==> config.mk <==
export PLATFORM = sky130hd
export DESIGN_NAME = serial_alu_ctrl
export DESIGN_NICKNAME = d
export VERILOG_FILES = /design/src/rtl/serial_alu_ctrl.sv
export SDC_FILE = /design/constraint.sdc
export NUM_CORES = 1
export LEC_CHECK = 0
export CAP_MARGIN = 20
export CELL_PAD_IN_SITES_DETAIL_PLACEMENT = 0
export CELL_PAD_IN_SITES_GLOBAL_PLACEMENT = 1
export CORE_MARGIN = 8
export CORE_UTILIZATION = 30
export CTS_BUF_LIST = sky130_fd_sc_hd__clkbuf_16
export DETAILED_ROUTE_END_ITERATION = 7
export HOLD_SLACK_MARGIN = 0.15
export PLACE_DENSITY_LB_ADDON = 0.25
export SYNTH_ARGS = -nofsm -noshare
export SYNTH_HDL_FRONTEND = slang
export SYNTH_SLANG_ARGS = --single-unit
export TNS_END_PERCENT = 10
==> constraint.sdc <==
create_clock -name clk -period 1.8 [get_ports clk]
set_clock_uncertainty 0.05 [all_clocks]
set_input_delay 0.54 -clock clk [delete_from_list [all_inputs] [get_ports clk]]
set_output_delay 0.54 -clock clk [all_outputs]
set_load 0.005 [all_outputs]
==> src/rtl/serial_alu_ctrl.sv <==
// ============================================================================
// Module      : serial_alu_ctrl (with helper serial_alu_fa)
// Description : Bit-serial add/subtract engine. One 1-bit full adder is
//               stepped over WIDTH cycles, LSB first, to form a WIDTH-bit
//               sum or difference plus carry, signed overflow and zero flags.
// Ports       : clk, rst          - clock, synchronous active-high reset
//               start, op, a, b   - request, 0=add 1=sub, operands
//                                   (all sampled only while idle)
//               busy              - high while bits are being processed
//               done              - one-cycle pulse when results are valid
//               result, cout,
//               ovf, zero         - held until the next accepted start/reset
// Revision    : 1.0 - initial release
// ============================================================================
`default_nettype none

module serial_alu_fa (
  input  logic a,
  input  logic b,
  input  logic c0,
  output logic s,
  output logic Ca
);
  assign s  = a ^ b ^ c0;
  assign Ca = (a & b) | (a & c0) | (b & c0);
endmodule

module serial_alu_ctrl #(
  parameter int WIDTH = 8
) (
  input  logic             clk,
  input  logic             rst,
  input  logic             start,
  input  logic             op,
  input  logic [WIDTH-1:0] a,
  input  logic [WIDTH-1:0] b,
  output logic             busy,
  output logic             done,
  output logic [WIDTH-1:0] result,
  output logic             cout,
  output logic             ovf,
  output logic             zero
);

  localparam int C_CW = (WIDTH > 1) ? $clog2(WIDTH) : 1;
  localparam logic [C_CW-1:0] C_LAST = C_CW'(WIDTH - 1);

  typedef enum logic [1:0] {
    IDLE = 2'd0,
    RUN  = 2'd1,
    DONE = 2'd2
  } state_t;

  state_t r_state;
  state_t w_state_next;

  logic [WIDTH-1:0] r_sh_a;
  logic [WIDTH-1:0] r_sh_b;
  // Only WIDTH-1 bits are stored: the final sum bit is merged in directly
  // when the output register is loaded on the last RUN cycle.
  logic [WIDTH-2:0] r_sh_res;
  logic             r_op;
  logic             r_carry;
  logic [C_CW-1:0]  r_cnt;

  logic             w_accept;
  logic             w_last;
  logic             w_sum;
  logic             w_ca;
  logic             w_cin_msb;
  logic [WIDTH-1:0] w_res_full;

  serial_alu_fa u_fa (
    .a  (r_sh_a[0]),
    .b  (r_sh_b[0] ^ r_op),
    .c0 (r_carry),
    .s  (w_sum),
    .Ca (w_ca)
  );

  assign w_accept   = (r_state == IDLE) && start;
  assign w_last     = (r_state == RUN) && (r_cnt == C_LAST);
  // On the last bit the carry register holds the carry into the MSB.
  assign w_cin_msb  = r_carry;
  assign w_res_full = {w_sum, r_sh_res};

  // State register
  always_ff @(posedge clk) begin
    if (rst) begin
      r_state <= IDLE;
    end else begin
      r_state <= w_state_next;
    end
  end

  // Next-state and status outputs
  always_comb begin
    w_state_next = r_state;
    busy         = 1'b0;
    done         = 1'b0;
    case (r_state)
      IDLE: begin
        if (start) w_state_next = RUN;
      end
      RUN: begin
        busy = 1'b1;
        if (r_cnt == C_LAST) w_state_next = DONE;
      end
      DONE: begin
        done         = 1'b1;
        w_state_next = IDLE;
      end
      default: w_state_next = IDLE;
    endcase
  end

  // Datapath: operand/result shifting and output capture
  always_ff @(posedge clk) begin
    if (rst) begin
      r_sh_a   <= '0;
      r_sh_b   <= '0;
      r_sh_res <= '0;
      r_op     <= 1'b0;
      r_carry  <= 1'b0;
      r_cnt    <= '0;
      result   <= '0;
      cout     <= 1'b0;
      ovf      <= 1'b0;
      zero     <= 1'b0;
    end else if (w_accept) begin
      r_sh_a   <= a;
      r_sh_b   <= b;
      r_op     <= op;
      r_carry  <= op;  // +1 of the two's complement for subtract
      r_cnt    <= '0;
      r_sh_res <= '0;
    end else if (r_state == RUN) begin
      r_sh_a   <= {1'b0, r_sh_a[WIDTH-1:1]};
      r_sh_b   <= {1'b0, r_sh_b[WIDTH-1:1]};
      r_sh_res <= w_res_full[WIDTH-1:1];
      r_carry  <= w_ca;
      if (w_last) begin
        result <= w_res_full;
        cout   <= w_ca;
        ovf    <= w_cin_msb ^ w_ca;
        zero   <= (w_res_full == '0);
      end else begin
        r_cnt  <= r_cnt + C_CW'(1);
      end
    end
  end

endmodule

`default_nettype wire

==> results of run 1 <==
-- per-stage QoR --
stage / hold WS, ns / TNS [ns] / setup WS (ns)
2_1_floorplan: 0.3949 / 0 / 0.2900
3_3_place_gp: 0.3897 / -3.012 / -0.1332
3_5_place_dp: 0.3951 / -3.273 / -0.1779
4_1_cts: 0.4032 / 0 / 0.07880
5_1_grt: 0.4142 / 0 / 0.03571
6_report: 0.3992 / 0 / 0.09359
-- area by class of cell --
class | count | area (µm²) | area share [%]
multi-input cells | 147 | 798.3 | 33.42
repair buffers | 50 | 503.0 | 21.06
clock buffers | 5 | 125.1 | 5.238
well taps | 72 | 90.09 | 3.772
clock inverters | 3 | 37.54 | 1.572
flip-flops and latches | 41 | 823.3 | 34.47
inverters | 3 | 11.26 | 0.4715
-- layer usage --
layer / up-vias / wire [µm]
met5: - / 0
met4: 0 / 72
met3: 7 / 155
met2: 23 / 1667
met1: 645 / 1994
li1: 779 / -
-- logic make-up (layout without fill, tap and decap cells) --
kind of cell,count (synthesis),after routing,share of synthesized area [%]
and+or+nand+nor,97,97,24.43
AOI/OAI and AO/OA,44,44,17.48
adders and majority gates,3,3,2.633
buffers and inverters,17,61,5.925
xor gates and xnor gates,3,3,1.536
DFF,41,41,47.99
-- cell usage in the layout, fill, tap and decap left out, drive strengths merged, types with 3 or more instances in the layout --
cell / n
nand2: 61
dfxtp: 41
a311oi: 14
xnor2: 3
buf: 18
a211oi: 3
a21oi: 19
nor2: 25
clkdlybuf4s50: 30
inv: 4
clkbuf: 5
-- worst min path at each step --
stage	from	to	slack, ns	cells after the start
after floorplan	r_sh_res[0]$_SDFFE_PP0P_	result[0]$_SDFFE_PP0P_	0.39	2
after global placement	ovf$_SDFFE_PP0P_	ovf$_SDFFE_PP0P_	0.39	2
after detailed placement	result[0]$_SDFFE_PP0P_	result[0]$_SDFFE_PP0P_	0.40	2
after CTS	result[0]$_SDFFE_PP0P_	result[0]$_SDFFE_PP0P_	0.40	2
after global routing	result[0]$_SDFFE_PP0P_	result[0]$_SDFFE_PP0P_	0.41	2
final	result[0]$_SDFFE_PP0P_	result[0]$_SDFFE_PP0P_	0.40	2
-- sequential cells by signal, summed over array words and instances, names as in the netlist --
name	count
r_sh_res	7
cout	1
r_op	1
ovf	1
result	8
r_state	2
r_sh_a	8
r_cnt	3
zero	1
r_sh_b	8
r_carry	1
-- report_power, final --
| group | internal (µW) | switching, µW | leakage (µW) |
|---|---|---|---|
| combinational | 152 | 131 | 0.000469 |
| clock | 644 | 338 | 0.0000826 |
| sequential | 949 | 25.0 | 0.000335 |
-- what timing repair did --
item,4_1_cts,5_1_grt
setup buffers,0,0
gates resized for setup,6,0
endpoints found under the setup margin,2,0
==> metrics.md, run 1 <==
| Metric | Value |
|---|---|
| Status | `finished clean` |
| Period minus WS final | `1.706 ns` |
| DR WL/cell | `between 10 and 15 µm` |
| Slew @ Worst Pin | `0.4032 ns` |
| Met3 usage in global routing | `roughly 3.2%` |
| Layer with the highest usage | `met2` |
| Largest net degree at the start of global routing | `29` |
| Syn avg cell area | `roughly 8.3 µm²` |
| Number of global-route vias before repair | `1,452` |
| Synth area leaders | `dfxtp_1 (48%), nand2_1 (13%), a311oi_1 (7.2%)` |
| Synth async-reset ratio | `0%` |
| CP Cell Sequence | `clkdlybuf4s50_1` |
| YS warnings | `0` |
| Critical path startpoint category | `flip-flop` |
| Setup CP Type | `flip-flop to output port` |
| Non-filler cells, final | `321` |
| Area Overhead vs Synth | `39.65%` |
| Reg2reg path depth | `5` |
| Diode count | `0` |
| GRT Total Usage | `9.582%` |
| Beginning of the critical path | `cout$_SDFFE_PP0P_` |
| Cell taking the most area after synthesis | `dfxtp_1` |
| Sequential area share after synthesis | `between 40% and 50%` |
| CTS Sinks | `41` |
| CTS tree | `built` |
| Inserted Clock Buffers | `5` |
| Peak supply drop | `0.5262 mV` |
| Slowest-stage cell, CP | `clkdlybuf4s50_1` |
| RSZ-0062 raised after global routing | `no` |
| Initial core utilization | `31.06%` |
| Crit path depth | `1` |
| Top FF cell, synth | `dfxtp_1` |
| Share of post-route cells with drive strength above 1 | `12.45%` |
| Placed insts | `313` |
| # port buffers | `32` |
| Count leader, synth | `nand2_1` |
| Final Cell Area | `0.002389 mm²` |
| Tcrit/Tclk final | `94.80%` |
| Die height | `91.51 µm` |
| Fin util | `43.38%` |
| WL final | `just under 4 mm` |
| FF-to-FF End | `zero$_SDFFE_PP0P_` |
| # IOs | `33` |
| Post-synthesis net count | `between 200 and 250` |
| Full die area | `0.008373 mm²` |
| CTS hold repair buffers | `0` |
| Met1 Use GR | `12.16%` |
| Critical Path End Type | `output port` |
| EDFF count, synth | `0` |
| Drt pass-1 iters | `6` |
| FMAX | `~0.6 GHz` |
| Setup violators final | `0` |
| Synth cell types | `31` |
| H-tree levels | `2` |
| Arrival @ worst endpoint | `1.12 ns` |
| Leakage | `0.0008875 µW` |
| PwrDens | `937.6 mW/mm²` |
| Hpwl dp | `2.868 mm` |
| Die Width | `91.51 µm` |
| Overall power | `2240 µW` |
| Mapped Cells | `205` |
| Largest stage delay, worst path | `0.51 ns` |
| Clock slew seen by the registers of the worst setup and hold paths | `0.06 ns` |
| Required @ worst endpoint | `roughly 1.2 ns` |
| Root Buffer | `clkbuf_16` |
| Synthesized flop and latch total | `41` |
| Grt ovf | `0` |
| Max-slew violations | `0` |
| Cell area after synthesis | `0.001710 mm²` |
| Crit Path Max Fanout | `2` |
| Nets | `271` |
| Filler cells | `569` |
| Vias/cell | `4.530` |
| Worst min path class | `flip-flop to flip-flop` |
| CP endpoint | `cout` |
| Final Hold Vio Count | `0` |
| Maximum clock path buffer count | `2` |
| Via Count | `1,454` |
| Most frequent cells after synthesis | `nand2_1 (61), dfxtp_1 (41), nor2_1 (25), a21oi_1 (19), a311oi_1 (14)` |
| Met2 Usage GRT | `14.05%` |
| R2r startpoint | `r_carry$_SDFFE_PP0P_` |
| Rel. slew slack | `73.04%` |
| Max Cap Violations | `0` |
| Crit-path leading delay family | `buffers and inverters` |
| First-pass GRT wire length | `about 6.6 mm` |
| Later-pin clock latency in the skew report | `approximately 0.28 ns` |
| CP Buf/Inv Count | `1` |
| Post-synth top area share | `between 40% and 50%` |
| Initial DRC Count | `125` |
| Antenna violations before repair | `0` |
| Post-DRT Antenna Nets | `0` |
| FP Rows | `27` |
| Core box area | `0.005507 mm²` |
| Dpl cell area | `between 0.002 and 0.0025 mm²` |
| Global placement routability congestion | `between 0.7 and 0.8` |
| DR DRC count | `0` |
| Reg2reg setup slack | `0.17 ns` |
No activity file was read; power rests on OpenSTA's default activity.
==> run 2, diff against run 1 <==
Settings changed: CTS_BUF_LIST sky130_fd_sc_hd__clkbuf_16 to unset.
==> metrics.md, run 2 (synthesized netlist as in run 1, its figures left out) <==
| Metric | Value |
|---|---|
| Status | `finished clean` |
| Layer with the highest usage | `met2` |
| Tcrit/Tclk final | `95.38%` |
| Period minus WS final | `approximately 1.7 ns` |
| Slew @ Worst Pin | `0.4044 ns` |
| Critical path startpoint category | `flip-flop` |
| Maximum clock path buffer count | `2` |
| H-tree levels | `2` |
| Nets | `271` |
| DR WL/cell | `12.14 µm` |
| Met3 usage in global routing | `3.045%` |
| GRT Total Usage | `9.496%` |
| Grt ovf | `0` |
| RSZ-0062 raised after global routing | `no` |
| Core box area | `0.005507 mm²` |
| FP Rows | `27` |
| Reg2reg setup slack | `0.18 ns` |
| Non-filler cells, final | `roughly 320` |
| Setup Buffers After CTS | `0` |
| P_sw | `between 400 and 500 µW` |
| FMAX | `0.5825 GHz` |
| Overall power | `~2000 µW` |
| Hold Path Origin | `result[0]$_SDFFE_PP0P_` |
| Initial DRC Count | `100` |
| Clock slew seen by the registers of the worst setup and hold paths | `0.08 ns` |
| Flop pwr share | `between 40% and 50%` |
| Inserted Clock Buffers | `5` |
| Initial core utilization | `31.06%` |
| WL final | `~3.9 mm` |
| Antenna violations before repair | `0` |
| Vias/cell | `4.526` |
| Drt pass-1 iters | `4` |
| Later-pin clock latency in the skew report | `0.28 ns` |
| Max Cap Violations | `0` |
| Hold path endpoint | `result[0]$_SDFFE_PP0P_` |
| Reg2reg path depth | `5` |
| Worst min path class | `flip-flop to flip-flop` |
| Required @ worst endpoint | `~1.2 ns` |
| Peak supply drop | `between 0.3 and 0.4 mV` |
| Hpwl dp | `2.868 mm` |
| # IOs | `33` |
| CP Buf/Inv Count | `1` |
| Share of post-route cells with drive strength above 1 | `12.05%` |
| Die height | `91.51 µm` |
| Leakage | `around 0.00086 µW` |
| Setup violators final | `0` |
| Via Count | `1,453` |
| First-pass GRT wire length | `around 6.6 mm` |
| DR DRC count | `0` |
| Commonest non-fill, non-tap cell in the layout | `nand2_1` |
| PwrDens | `858.0 mW/mm²` |
| CTS Sinks | `41` |
| Critical Path End Type | `output port` |
| Met1 Use GR | `roughly an eighth` |
| Arrival @ worst endpoint | `1.13 ns` |
| Worst Slack Setup Final | `0.08311 ns` |
| CP Cell Sequence | `clkdlybuf4s50_1` |
| Rel. slew slack | `72.96%` |
| Largest net degree at the start of global routing | `29` |
| Slowest-stage cell, CP | `clkdlybuf4s50_1` |
| Placed insts | `313` |
| # port buffers | `32` |
| Crit Path Max Fanout | `2` |
| Met2 Usage GRT | `around 14%` |
| Pre-CTS setup slack | `-0.1779 ns` |
| Sw Ratio | `22.66%` |
| Global placement routability congestion | `0.7285` |
| R2r startpoint | `r_carry$_SDFFE_PP0P_` |
| Root Buffer | `clkbuf_8` |
| FF-to-FF End | `zero$_SDFFE_PP0P_` |
| Area Overhead vs Synth | `36.72%` |
| Hold depth | `2` |
| Die Width | `approximately 90 µm` |
| Post-DRT Antenna Nets | `0` |
| Diode count | `0` |
| Most frequent cells in the layout | `nand2_1 (61), dfxtp_1 (40), clkdlybuf4s50_1 (30)` |
| Comb pwr share | `14.1%` |
| Internal cell power | `1552 µW` |
| Full die area | `0.008373 mm²` |
| Largest stage delay, worst path | `0.51 ns` |
| Setup CP Type | `flip-flop to output port` |
| Final Hold Vio Count | `0` |
| Clock power frac | `37.4%` |
| Max-slew violations | `0` |
| Number of global-route vias before repair | `1,457` |
| CTS tree | `built` |
| Largest regs | `r_sh_a: 8 flops, r_sh_b: 8 flops, result: 8 flops` |
| Crit-path leading delay family | `buffers and inverters` |
run 2: cell types whose count changed in the layout (fill, tap and decap cells not counted):
cell,before,now
clkinv_1,1,0
dfxtp_2,2,1
clkbuf_1,0,1
inv_1,3,2
nor2b_1,0,1
nor2b_2,1,0
dfxtp_1,39,40
clkbuf_16,5,0
clkbuf_8,0,6
run 2: layout make-up:
| type | count | area [µm²] |
|---|---|---|
| clock buffers | 7 | 86.33 |
| clock inverters | 1 | 30.03 |
| fillers | 572 | 3168 |
| inverters | 3 | 11.26 |
| multi-input cells | 147 | 795.8 |
| flip-flops and latches | 41 | 822.0 |
| well taps | 72 | 90.09 |
| repair buffers | 50 | 503.0 |
run 2: metrics by stage:
| step | TNS (ns) | util [%] | hold slack [ns] | instance area, µm² |
|---|---|---|---|---|
| CTS | 0 | 42.47 | 0.4062 | 2338 |
| global placement | -3.012 | 40.24 | 0.3897 | 2216 |
| finish | 0 | 42.47 | 0.4016 | 2338 |
| detailed placement | -3.273 | 40.24 | 0.3951 | 2216 |
| global route | 0 | 42.47 | 0.4177 | 2338 |
| floorplan | 0 | - | 0.3949 | 1710 |
run 2: how the worst max path moves through the flow:
| stage | endpoint | depth (start not counted) | slack, ns | from |
|---|---|---|---|---|
| 3_3_place_gp | r_sh_a[2]$_SDFFE_PP0P_ | 5 | -0.13 | start |
| 6_report | cout | 1 | 0.08 | cout$_SDFFE_PP0P_ |
| 4_1_cts | cout | 1 | 0.06 | cout$_SDFFE_PP0P_ |
| 2_1_floorplan | zero$_SDFFE_PP0P_ | 5 | 0.29 | r_carry$_SDFFE_PP0P_ |
| 5_1_grt | cout | 1 | 0.02 | cout$_SDFFE_PP0P_ |
| 3_5_place_dp | r_sh_a[3]$_SDFFE_PP0P_ | 5 | -0.18 | start |
run 2: power by group through the flow:
stage | registers (µW) | clock network [µW] | logic (µW)
after floorplan | 986 | 0 | 164
after global placement | 993 | 0 | 286
after detailed placement | 992 | 0 | 287
after CTS | 972 | 779 | 288
after global routing | 977 | 817 | 316
final | 972 | 751 | 283
run 2: layer usage:
layer | vias to the layer above | share of wire, %
met2 | 23 | 43
met3 | 5 | 4.1
li1 | 780 | -
met4 | 0 | 1.2
met1 | 645 | 52
met5 | - | 0
run 2: repair_timing:
| item | in CTS | in global routing |
|---|---|---|
| gates resized for setup | 4 | 0 |
| setup endpoints to repair | 2 | 0 |
| hold buffers | 0 | 0 |
==> run 3, diff against run 2 <==
Settings changed: CORE_UTILIZATION 30 to 37.
==> metrics.md, run 3 (synthesized netlist as in run 1, its figures left out) <==
| Metric | Value |
|---|---|
| Max Cap Violations | `0` |
| Overall power | `2004 µW` |
| CP Cell Sequence | `clkdlybuf4s50_1` |
| Hold slack | `0.4039 ns` |
| WL final | `3.826 mm` |
| Root Buffer | `clkbuf_8` |
| Rel. slew slack | `between 70% and 80%` |
| Clock slew seen by the registers of the worst setup and hold paths | `0.08 ns` |
| Leakage | `0.0008570 µW` |
| Core box area | `between 0.004 and 0.005 mm²` |
| Worst min path class | `flip-flop to flip-flop` |
| # port buffers | `32` |
| FF/Latch Area | `824.5 µm²` |
| Via Count | `1,446` |
| FF-to-FF End | `zero$_SDFFE_PP0P_` |
| Grt ovf | `0` |
| Tcrit/Tclk final | `between 90 and 100%` |
| Initial DRC Count | `63` |
| GRT Total Usage | `11.21%` |
| Vias/cell | `4.869` |
| FP Rows | `24` |
| First-pass GRT wire length | `6.637 mm` |
| Hold path endpoint | `ovf$_SDFFE_PP0P_` |
| Dpl cell area | `0.002148 mm²` |
| Antenna violations before repair | `0` |
| Share of post-route cells with drive strength above 1 | `a little under an eighth` |
| Fin util | `51.47%` |
| Largest regs | `r_sh_a: 8 flops, r_sh_b: 8 flops, result: 8 flops` |
| Reg2reg path depth | `5` |
| Largest stage delay, worst path | `approximately 0.51 ns` |
| RSZ-0062 raised after global routing | `no` |
| Critical Path End Type | `output port` |
| Final Hold Vio Count | `0` |
| R2r startpoint | `r_carry$_SDFFE_PP0P_` |
| Largest net degree at the start of global routing | `29` |
| Die height | `83.99 µm` |
| Met3 usage in global routing | `about 3.8%` |
| Diode count | `0` |
| Filler cells | `approximately 450` |
| Peak supply drop | `roughly 0.52 mV` |
| Hold depth | `2` |
| Status | `finished clean` |
| Critical path startpoint category | `flip-flop` |
| Die Width | `83.99 µm` |
| Later-pin clock latency in the skew report | `about 0.29 ns` |
| Number of global-route vias before repair | `~1,500` |
| Setup violators final | `0` |
| Hpwl dp | `2.771 mm` |
| Required @ worst endpoint | `1.21 ns` |
| Period minus WS final | `1.724 ns` |
| FMAX | `roughly 0.58 GHz` |
| Crit Path Max Fanout | `2` |
| Drt pass-1 iters | `4` |
| Setup CP Type | `flip-flop to output port` |
| Slew @ Worst Pin | `about 0.41 ns` |
| DR WL/cell | `12.88 µm` |
| Layer with the highest usage | `met2` |
| Most frequent cells in the layout | `nand2_1 (61), dfxtp_1 (38), clkdlybuf4s50_1 (29)` |
| Inserted Clock Buffers | `5` |
| Hold Path Origin | `ovf$_SDFFE_PP0P_` |
| Met1 Use GR | `12.44%` |
| Reg2reg setup slack | `0.13 ns` |
| Area Overhead vs Synth | `32.85%` |
| Multi-input gate area in the final layout | `788.3 µm²` |
| CTS Sinks | `41` |
| Commonest non-fill, non-tap cell in the layout | `nand2_1` |
| Maximum clock path buffer count | `2` |
| H-tree levels | `2` |
| Nets | `267` |
| Max-slew violations | `0` |
| Slowest-stage cell, CP | `clkdlybuf4s50_1` |
| Global placement routability congestion | `0.7361` |
| DR DRC count | `0` |
| CTS tree | `built` |
| PwrDens | `881.8 mW/mm²` |
| Arrival @ worst endpoint | `around 1.1 ns` |
| Post-DRT Antenna Nets | `0` |
| Initial core utilization | `38.75%` |
| Full die area | `~0.0071 mm²` |
| Met2 Usage GRT | `roughly a fifth` |
| Setup Buffers After CTS | `0` |
| # IOs | `33` |
| CP Buf/Inv Count | `1` |
| Final Cell Area | `0.002272 mm²` |
| Total negative slack | `0 ns` |
| Crit-path leading delay family | `buffers and inverters` |
run 3: how the worst max path moves through the flow:
stage	from	to	cells past startpoint
floorplan	r_carry$_SDFFE_PP0P_	zero$_SDFFE_PP0P_	5
global placement	start	r_sh_a[2]$_SDFFE_PP0P_	5
detailed placement	start	r_sh_b[6]$_SDFFE_PP0P_	5
CTS	result[1]$_SDFFE_PP0P_	result[1]	1
global route	r_carry$_SDFFE_PP0P_	zero$_SDFFE_PP0P_	5
finish	cout$_SDFFE_PP0P_	cout	1
run 3: what timing repair did:
action,in CTS,in global routing
gates resized for setup,4,2
hold buffers,0,0
endpoints found under the setup margin,2,2
run 3: area by class of cell:
class / instances / share of cell area (%)
multi-input combinational: 147 / 34.69
inverter: 3 / 0.4956
sequential: 41 / 36.29
tap: 52 / 2.863
clock buffer: 6 / 3.634
clock inverter: 2 / 1.652
timing repair buffer: 46 / 20.37
run 3: power breakdown:
group	internal (µW)	switching [µW]
logic	137	128
registers	948	25.2
clock network	451	315
run 3: through the flow:
stage | cells | worst slack (ns)
2_1_floorplan | 205 | 0.2900
3_5_place_dp | 289 | -0.1635
3_3_place_gp | 289 | -0.1478
4_1_cts | 297 | 0.03627
6_report | 297 | 0.07561
5_1_grt | 297 | 0.001982
run 3: metal layers:
metal  wire length [µm]  share of wire, %  up-vias
met5                  0                 0        -
met1               1783                47      643
li1                   -                 -      772
met4                 29              0.76        0
met2               1844                48       27
met3                168               4.4        4
